[src/rtl/chinpo_mem_arbiter_if.sv]
// Request/ack and memory-side bus shared by the CHINPO memory arbiter.
// The arbiter takes the slave view; requesters and the memory model take the master view.
interface chinpo_mem_arbiter_if #(
  parameter int ADDR_W = 16,
  parameter int DATA_W = 16
);
  logic              cpu_req;
  logic              cpu_we;
  logic [ADDR_W-1:0] cpu_addr;
  logic [DATA_W-1:0] cpu_wdata;
  logic [DATA_W-1:0] cpu_rdata;
  logic              cpu_ack;
  logic              cpu_stall;

  logic              ld_req;
  logic              ld_we;
  logic [ADDR_W-1:0] ld_addr;
  logic [DATA_W-1:0] ld_wdata;
  logic [DATA_W-1:0] ld_rdata;
  logic              ld_ack;

  logic              mem_en;
  logic              mem_we;
  logic [ADDR_W-1:0] mem_addr;
  logic [DATA_W-1:0] mem_wdata;
  logic [DATA_W-1:0] mem_rdata;
  logic              busy;

  modport slave (
    input  cpu_req, cpu_we, cpu_addr, cpu_wdata,
    output cpu_rdata, cpu_ack, cpu_stall,
    input  ld_req, ld_we, ld_addr, ld_wdata,
    output ld_rdata, ld_ack,
    output mem_en, mem_we, mem_addr, mem_wdata,
    input  mem_rdata,
    output busy
  );

  modport master (
    output cpu_req, cpu_we, cpu_addr, cpu_wdata,
    input  cpu_rdata, cpu_ack, cpu_stall,
    output ld_req, ld_we, ld_addr, ld_wdata,
    input  ld_rdata, ld_ack,
    input  mem_en, mem_we, mem_addr, mem_wdata,
    output mem_rdata,
    input  busy
  );
endinterface

[src/rtl/chinpo_mem_arbiter.sv]
// Two-requester arbiter for the single-port CHINPO memory: CPU has priority,
// the loader is forced in after STARVE_MAX consecutive CPU grants it waited through.
module chinpo_mem_arbiter #(
  parameter int ADDR_W     = 16,
  parameter int DATA_W     = 16,
  parameter int MEM_LAT    = 2,
  parameter int STARVE_MAX = 4
) (
  input logic                CLK,
  input logic                Reset,
  chinpo_mem_arbiter_if.slave bus
);
  typedef enum logic [1:0] {IDLE, ISSUE, WAIT, ACK} state_t;

  localparam logic [3:0] LAT_LOAD   = 4'(MEM_LAT - 1);
  localparam logic [3:0] STARVE_LIM = 4'(STARVE_MAX);

  state_t     state;
  logic [3:0] lat_cnt;
  logic [3:0] starve_cnt;
  logic       owner_ld;
  logic       we_q;
  logic       grant_ld;

  function automatic logic [3:0] sat_inc(input logic [3:0] v);
    return (v >= STARVE_LIM) ? STARVE_LIM : v + 4'd1;
  endfunction

  assign grant_ld      = bus.ld_req && (!bus.cpu_req || (starve_cnt == STARVE_LIM));
  assign bus.cpu_stall = bus.cpu_req && !bus.cpu_ack;
  assign bus.busy      = (state != IDLE);

  always_ff @(posedge CLK or negedge Reset) begin
    if (!Reset) begin
      state         <= IDLE;
      lat_cnt       <= 4'd0;
      starve_cnt    <= 4'd0;
      owner_ld      <= 1'b0;
      we_q          <= 1'b0;
      bus.mem_en    <= 1'b0;
      bus.mem_we    <= 1'b0;
      bus.mem_addr  <= {ADDR_W{1'b0}};
      bus.mem_wdata <= {DATA_W{1'b0}};
      bus.cpu_rdata <= {DATA_W{1'b0}};
      bus.ld_rdata  <= {DATA_W{1'b0}};
      bus.cpu_ack   <= 1'b0;
      bus.ld_ack    <= 1'b0;
    end else begin
      case (state)
        IDLE: begin
          if (!bus.ld_req) starve_cnt <= 4'd0;
          if (bus.cpu_req || bus.ld_req) begin
            owner_ld      <= grant_ld;
            we_q          <= grant_ld ? bus.ld_we    : bus.cpu_we;
            bus.mem_en    <= 1'b1;
            bus.mem_we    <= grant_ld ? bus.ld_we    : bus.cpu_we;
            bus.mem_addr  <= grant_ld ? bus.ld_addr  : bus.cpu_addr;
            bus.mem_wdata <= grant_ld ? bus.ld_wdata : bus.cpu_wdata;
            if (grant_ld)        starve_cnt <= 4'd0;
            else if (bus.ld_req) starve_cnt <= sat_inc(starve_cnt);
            state <= ISSUE;
          end
        end
        ISSUE: begin
          bus.mem_en <= 1'b0;
          bus.mem_we <= 1'b0;
          lat_cnt    <= LAT_LOAD;
          state      <= WAIT;
        end
        WAIT: begin
          // Capture edge: read data lands only in the owner's register.
          if (lat_cnt == 4'd0) begin
            if (!we_q) begin
              if (owner_ld) bus.ld_rdata  <= bus.mem_rdata;
              else          bus.cpu_rdata <= bus.mem_rdata;
            end
            bus.cpu_ack <= !owner_ld;
            bus.ld_ack  <= owner_ld;
            state       <= ACK;
          end else begin
            lat_cnt <= lat_cnt - 4'd1;
          end
        end
        ACK: begin
          bus.cpu_ack <= 1'b0;
          bus.ld_ack  <= 1'b0;
          state       <= IDLE;
        end
        default: state <= IDLE;
      endcase
    end
  end
endmodule

[src/flat_wrapper.sv]
// flat-port wrapper written by rule: the top's interface ports become plain ports
module chinpo_mem_arbiter_flat 
#(
  parameter int ADDR_W     = 16,
  parameter int DATA_W     = 16,
  parameter int MEM_LAT    = 2,
  parameter int STARVE_MAX = 4
)
  (CLK, Reset, bus_cpu_req, bus_cpu_we, bus_cpu_addr, bus_cpu_wdata, bus_cpu_rdata, bus_cpu_ack, bus_cpu_stall, bus_ld_req, bus_ld_we, bus_ld_addr, bus_ld_wdata, bus_ld_rdata, bus_ld_ack, bus_mem_en, bus_mem_we, bus_mem_addr, bus_mem_wdata, bus_mem_rdata, bus_busy);
  chinpo_mem_arbiter_if #(.ADDR_W(ADDR_W), .DATA_W(DATA_W)) bus_i ();
  input logic CLK;
  input logic Reset;
  input wire logic [$bits(bus_i.cpu_req)-1:0] bus_cpu_req;
  input wire logic [$bits(bus_i.cpu_we)-1:0] bus_cpu_we;
  input wire logic [$bits(bus_i.cpu_addr)-1:0] bus_cpu_addr;
  input wire logic [$bits(bus_i.cpu_wdata)-1:0] bus_cpu_wdata;
  output wire logic [$bits(bus_i.cpu_rdata)-1:0] bus_cpu_rdata;
  output wire logic [$bits(bus_i.cpu_ack)-1:0] bus_cpu_ack;
  output wire logic [$bits(bus_i.cpu_stall)-1:0] bus_cpu_stall;
  input wire logic [$bits(bus_i.ld_req)-1:0] bus_ld_req;
  input wire logic [$bits(bus_i.ld_we)-1:0] bus_ld_we;
  input wire logic [$bits(bus_i.ld_addr)-1:0] bus_ld_addr;
  input wire logic [$bits(bus_i.ld_wdata)-1:0] bus_ld_wdata;
  output wire logic [$bits(bus_i.ld_rdata)-1:0] bus_ld_rdata;
  output wire logic [$bits(bus_i.ld_ack)-1:0] bus_ld_ack;
  output wire logic [$bits(bus_i.mem_en)-1:0] bus_mem_en;
  output wire logic [$bits(bus_i.mem_we)-1:0] bus_mem_we;
  output wire logic [$bits(bus_i.mem_addr)-1:0] bus_mem_addr;
  output wire logic [$bits(bus_i.mem_wdata)-1:0] bus_mem_wdata;
  input wire logic [$bits(bus_i.mem_rdata)-1:0] bus_mem_rdata;
  output wire logic [$bits(bus_i.busy)-1:0] bus_busy;
  assign bus_i.cpu_req = bus_cpu_req;
  assign bus_i.cpu_we = bus_cpu_we;
  assign bus_i.cpu_addr = bus_cpu_addr;
  assign bus_i.cpu_wdata = bus_cpu_wdata;
  assign bus_cpu_rdata = bus_i.cpu_rdata;
  assign bus_cpu_ack = bus_i.cpu_ack;
  assign bus_cpu_stall = bus_i.cpu_stall;
  assign bus_i.ld_req = bus_ld_req;
  assign bus_i.ld_we = bus_ld_we;
  assign bus_i.ld_addr = bus_ld_addr;
  assign bus_i.ld_wdata = bus_ld_wdata;
  assign bus_ld_rdata = bus_i.ld_rdata;
  assign bus_ld_ack = bus_i.ld_ack;
  assign bus_mem_en = bus_i.mem_en;
  assign bus_mem_we = bus_i.mem_we;
  assign bus_mem_addr = bus_i.mem_addr;
  assign bus_mem_wdata = bus_i.mem_wdata;
  assign bus_i.mem_rdata = bus_mem_rdata;
  assign bus_busy = bus_i.busy;
  chinpo_mem_arbiter #(.ADDR_W(ADDR_W), .DATA_W(DATA_W), .MEM_LAT(MEM_LAT), .STARVE_MAX(STARVE_MAX)) u_core (.CLK(CLK), .Reset(Reset), .bus(bus_i));
endmodule
[config.mk]
export PLATFORM = sky130hd
export DESIGN_NAME = chinpo_mem_arbiter_flat
export DESIGN_NICKNAME = d
export VERILOG_FILES = /design/src/rtl/chinpo_mem_arbiter_if.sv /design/src/rtl/chinpo_mem_arbiter.sv /design/src/flat_wrapper.sv
export SDC_FILE = /design/constraint.sdc
export NUM_CORES = 1
export LEC_CHECK = 0
export BUFFER_PORTS_ARGS = -buffer_cell sky130_fd_sc_hd__buf_2
export CAP_MARGIN = 20
export CORE_AREA = 2 2 113 82
export DETAILED_ROUTE_END_ITERATION = 8
export DIE_AREA = 0 0 115 84
export PLACE_DENSITY = 0.75
export SYNTH_ARGS = -nofsm -noshare
export SYNTH_HDL_FRONTEND = slang
export SYNTH_SLANG_ARGS = --single-unit
[constraint.sdc]
create_clock -name CLK -period 3 [get_ports CLK]
set_input_delay 0.6 -clock CLK [delete_from_list [all_inputs] [get_ports CLK]]
set_output_delay 0.6 -clock CLK [all_outputs]
set_load 0.03 [all_outputs]
# --- After elaboration in Yosys (flattened, before gate mapping) ---
# Index checks and enable logic that the tools add are counted.
# W data, S select, Z words.
totals:
  register_bits: 80
  output_inout_bits: 70
classes:
  n_addsub: 2
  magnitude_cmp: 1
  eq_ne: 7
  n_reduce_logical: 20
  bitwise: 2
  n_mux: 21
op_table:
  columns: ["operator", "n"]
  rows:
  - ["$mux W16", 2]
  - ["$mux W4", 6]
  - ["$reduce_and A2 Y1", 5]
  - ["$pmux W1 S2", 4]
  - ["$pmux W2 S4", 1]
  - ["$pmux W4 S2", 1]
  - ["$reduce_and A4 Y1", 2]
  - ["$reduce_bool A2 Y1", 4]
  - ["$mux W1", 5]
  - ["$add A4 B1 Y4 const B", 1]
  - ["$eq A2 B2 Y1 const B", 2]
  - ["$eq A4 B3 Y1 const B", 1]
  - ["$ge A4 B3 Y1 const B", 1]
  - ["$logic_not A4 Y1", 1]
  - ["$mux W2", 2]
  - ["$ne A2 B1 Y1 const B", 2]
  - ["$sub A4 B1 Y4 const B", 1]
  - ["$logic_not A1 Y1", 3]
  - ["$eq A2 B1 Y1 const B", 1]
  - ["$logic_and A1 B1 Y1", 2]
  - ["$logic_not A2 Y1", 1]
  - ["$logic_or A1 B1 Y1", 2]
  - ["$ne A2 B2 Y1 const B", 1]
  - ["$not A1 Y1", 2]

# --- Depth between registers and ports, before layout ---
depth:
  ltp_word: 6
  ltp_mapped: 8
  ltp_nobuf: 5

# --- Worst setup path before layout ---
# Ideal clock, no wire load.
synth_timing:
  kind: "in2out"
  from: "input port bus_cpu_req"
  to: "output port bus_cpu_stall"
  path_slack_ps: 760
  t_required_ps: 2400
  cell_stages: 3
  arrival_time_ps: 1640
  cell_sequence: "clkbuf_1 > buf_1 > nor2b_1"
synth_between:
  elab_chain_len: 1
synth_lines:
  columns: ["element", "line_no", "rtl"]
  rows:
  - ["from (decl)", "flat_wrapper.sv:13", "input wire logic [$bits(bus_i.cpu_req)-1:0] bus_cpu_req;"]
  - ["$logic_and A1 B1 Y1", "chinpo_mem_arbiter.sv:30", "assign bus.cpu_stall = bus.cpu_req && !bus.cpu_ack;"]
  - ["to (decl)", "flat_wrapper.sv:19", "output wire logic [$bits(bus_i.cpu_stall)-1:0] bus_cpu_stall;"]
# No other way between the ends.

# --- Worst setup path after layout ---
layout_timing:
  from: "register u_core.lat_cnt[0]"
  to: "register u_core.bus.ld_rdata[2]"
layout_between:
  elab_chain_len: 2
layout_lines:
  columns: ["element", "line_no", "rtl"]
  rows:
  - ["from (decl)", "chinpo_mem_arbiter.sv:19", "logic [3:0] lat_cnt;"]
  - ["from (signal assigned)", "chinpo_mem_arbiter.sv:81", "lat_cnt <= lat_cnt - 4'd1;"]
  - ["$logic_not A4 Y1", "chinpo_mem_arbiter.sv:72", "if (lat_cnt == 4'd0) begin"]
  - ["$reduce_and A4 Y1 (no source line)", null, null]
  - ["to (signal assigned)", "chinpo_mem_arbiter.sv:45", "bus.ld_rdata <= {DATA_W{1'b0}};"]
  - ["to (signal assigned)", "chinpo_mem_arbiter.sv:74", "if (owner_ld) bus.ld_rdata <= bus.mem_rdata;"]
  - ["to (decl)", "chinpo_mem_arbiter_if.sv:33", "output ld_rdata, ld_ack,"]
# No other way between the ends.
# A chain may end at the register's enable or synchronous reset.

==> qor_table.md <==
| Result | Value | Unit |
|---|---|---|
| ANT cells | 0 | - |
| Run status | finished, final reports clean | - |
| Count of warnings emitted by yosys | 0 | - |
| Clock group share of total power | 19.4 | % |
| Clock transition at the register clock pins on the worst setup and hold paths after CTS | 0.06 | ns |
| Share of Yosys cell area claimed by the top area cell type | 52.58 | % |
| Clock period minus final worst setup slack | 2.499 | ns |
| Antenna violations before repair | 0 | - |
| Total via count after detailed routing | 3320 | - |
| Relative area change from synthesis to final layout | 31.32 | % |
| Post-synthesis average cell area | 11.07 | sq um |
| Total CTS buffers | 9 | - |
| CTS max path bufs | 2 | - |
| Period Utilization, post-route | 83.30 | % |
| Count of antenna-violating nets left after detailed routing | 0 | - |
| Filler instances | 748 | - |
| Portion of the post-synthesis area used by sequential elements | 52.58 | % |
| Crit path launch type | flip-flop | - |
| I/O pins | 156 | - |
| HPWL after detailed placement | 6758 | microns |
| Netlist area before placement | 0.003807 | sq mm |
| Placer congestion estimate | 0.7741 | - |
| Post-synth top cells | dfrtp_1, inv_1, nand2_1, o2111ai_1, o311ai_0 | - |
| Quantity of gates resized following cts | 0 | - |
| Syn_nets | 438 | - |
| Worst ir drop on vdd | 0.4926 | mV |
| Worst setup slack for register-to-register paths | 0.50 | ns |
| Internal power | 3.152 | mW |
| Total grt overflow | 0 | - |
| Sequential cell fraction of total power | 32.8 | % |
| Number of violations reported at the end of detailed-routing iteration 0 | 181 | - |
| Slowest cell on the critical path | nand4b_1 | - |
| FF-to-FF End | u_core.bus.ld_rdata[2] | - |
| Critical path, cell by cell | inv_1 -> ha_1 -> nor3b_1 -> nand4b_1 -> mux2_2 | - |
| Area of the multi-input gates | 0.001528 | sq mm |
| Largest net degree at the start of global routing | 81 | - |
| Fraction of final layout cells sized beyond drive strength 1 | 43.23 | % |
| Via count of the first global-routing pass | 3284 | - |
| Number of detailed-route iterations in the first pass | 4 | - |
| Via density per instance | 5.506 | - |
| Chip width | 115 | microns |
| Largest incremental delay on the critical path | 0.80 | ns |
| CTS Root Buffer Type | clkbuf_16 | - |
| EDFF count, synth | 0 | - |
| Cells after synthesis | 344 | - |
| WHS | 0.07508 | ns |
| Initial core utilization | 43.72 | % |
| Maximum clock frequency | 400.2 | MHz |
| Residual DRC count | 0 | - |
| Row cnt | 29 | - |
| Synthesis-stage register bit count | 80 | - |
| CTS Hold Buffers Added | 0 | - |
| CTS tree | yes | - |
| Post-Route Setup TNS | 0 | ns |
| Number of levels the H-tree was split into | 3 | - |
| Setup bufs post-CTS | 0 | - |
| Max-Cap Viols | 0 | - |
| Post-synth cell types | 40 | - |
| Peak fanout along the critical path | 16 | - |
| WL per Instance | 16.03 | microns |
| Lkg Pwr | 2.467 | nW |
| Area used by sequential logic in the layout | 0.002002 | sq mm |
| Logic gate share of total power | 47.8 | % |
| Post-synth ARST share | 100.0 | % |
| Setup Viol. Count Final | 0 | - |
| Vert. Die Dim | 84 | microns |
| Most frequent cell after synthesis | dfrtp_1 | - |
| Data required time at the worst endpoint | 3.21 | ns |
| Cell taking the most area after synthesis | dfrtp_1 | - |
| Actual slew at the worst max-slew pin | 0.9520 | ns |
| Number of max-slew violations in the final report | 0 | - |
| Setup repair after global routing missed its margin | false | - |
| Cells taking the most area after synthesis | dfrtp_1, mux2_2, o2111ai_1 | - |
| Power per Cell Area | 1139 | mW/mm^2 |
| Switch share | 44.64 | % |
| Number of cells traversed by the worst register-to-register path | 5 | - |
| CP arrival | 2.71 | ns |
| Most used DFF post-synth | dfrtp_1 | - |
| Net count of the finished layout | 584 | - |
| Number of sinks on the clock net | 80 | - |
| Hold violation count in the final report | 0 | - |
| Switching power total | 2.542 | mW |
| Post-detailed-routing wire length | 9669 | microns |
| Class of the tightest hold or removal check | in2async | - |
| Max-Slew Margin vs Limit | 36.20 | % |
| Path type of the worst setup path | reg2reg | - |
| Count of buffers inserted at the top-level ports | 155 | - |
| Worst clock skew | 0.007776 | ns |
| Area inside the core boundary | 0.008708 | sq mm |
| Full die area | 0.009660 | sq mm |
| Insertion delay to the later sink of the worst-skew pair | 0.33 | ns |
| Wire length of the first global-routing pass | 15680 | microns |
| Crit Reg-Reg Startpoint | u_core.lat_cnt[0] | - |
| Kind of end point of the critical path | flip-flop | - |
| Global-route usage over all layers | 20.35 | % |
## power groups by stage
stage | combinational [mW] | sequential (mW) | clock, mW
finish | 2.72 | 1.87 | 1.11
global route | 2.94 | 1.93 | 1.17
CTS | 2.73 | 1.87 | 1.13
detailed placement | 2.74 | 1.87 | 0
global placement | 2.65 | 1.85 | 0
floorplan | 1.07 | 2.71 | 0
## state kept, by name, summed over array words and instances, names as in the netlist
register and cells:
u_core.we_q 1, u_core.state 2, u_core.bus.cpu_rdata 16, u_core.starve_cnt 4, u_core.bus.mem_wdata 16, u_core.bus.mem_we 1, u_core.bus.ld_ack 1, u_core.bus.mem_addr 16
u_core.lat_cnt 4, u_core.bus.mem_en 1, u_core.owner_ld 1, u_core.bus.ld_rdata 16, u_core.bus.cpu_ack 1
## worst max path at each step
stage	slack (ns)	startpoint	to
floorplan	0.76	bus_cpu_req	bus_cpu_stall
finish	0.50	u_core.lat_cnt[0]	u_core.bus.ld_rdata[2]
global placement	0.71	u_core.state[0]	u_core.bus.ld_rdata[7]
detailed placement	0.55	u_core.lat_cnt[0]	u_core.bus.ld_rdata[2]
CTS	0.54	u_core.lat_cnt[0]	u_core.bus.ld_rdata[2]
global route	0.39	u_core.lat_cnt[0]	u_core.bus.ld_rdata[2]
## stage by stage
| stage | utilization, % | area [sq um] | std cells | setup slack (ns) | total power [mW] |
|---|---|---|---|---|---|
| 5_1_grt | 57.41 | 5000 | 603 | 0.3867 | 6.037 |
| 4_1_cts | 57.10 | 4972 | 602 | 0.5381 | 5.730 |
| 6_report | 57.41 | 5000 | 603 | 0.5011 | 5.694 |
| 3_3_place_gp | 53.61 | 4668 | 586 | 0.7081 | 4.499 |
| 2_1_floorplan | - | 3807 | 344 | 0.7597 | 3.782 |
| 3_5_place_dp | 53.61 | 4668 | 586 | 0.5484 | 4.602 |
## logic make-up (layout without fill, tap and decap cells)
family                   after synthesis  in the layout  synth area share, %
AO/OA/AOI/OAI                         90             90                19.52
flip-flops                            80             80                52.58
buffers and inverters                 73            224                7.591
AND/OR/NAND/NOR                       58             58                7.427
multiplexers                          34             34                10.02
adder cells (fa/ha/maj)                8              8                2.629
XOR/XNOR                               1              1               0.2301
## final cells by class
| type | instances | share of cell area (%) |
|---|---|---|
| Sequential cell | 80 | 40.04 |
| Multi-Input combinational cell | 191 | 30.56 |
| Timing Repair Buffer | 164 | 17.32 |
| Clock buffer | 9 | 4.505 |
| Inverter | 44 | 3.303 |
| Tap cell | 108 | 2.703 |
| Clock inverter | 7 | 1.577 |
## layout by cell type, fill, tap and decap left out, types with 3 or more instances in the layout
| cell type | n |
|---|---|
| a21oi_1 | 3 |
| a22o_1 | 4 |
| buf_2 | 154 |
| buf_4 | 9 |
| clkbuf_16 | 9 |
| clkinvlp_4 | 3 |
| dfrtp_1 | 80 |
| ha_1 | 8 |
| inv_1 | 43 |
| mux2_2 | 31 |
| nand2_1 | 37 |
| nand3_1 | 3 |
| nor2_1 | 4 |
| nor2b_1 | 4 |
| o2111ai_1 | 34 |
| o21ai_0 | 5 |
| o311ai_0 | 33 |
## per-layer routing
metal	track usage, %	up-vias	wire (microns)
li1	-	1566	-
met1	26.15	1600	4052
met2	32.62	138	4624
met3	7.117	16	817
met4	5.696	0	174
met5	0	-	0
## critical path: cells and delay by family (launching register included)
| family | cells | cell delay [ns] |
|---|---|---|
| muxes | 1 | 0.58 |
| adders and majority gates | 1 | 0.20 |
| buffers and inverters | 1 | 0.11 |
| and+or+nand+nor | 2 | 1.10 |
| DFF | 1 | 0.39 |
No activity file was read; power rests on OpenSTA's default activity.
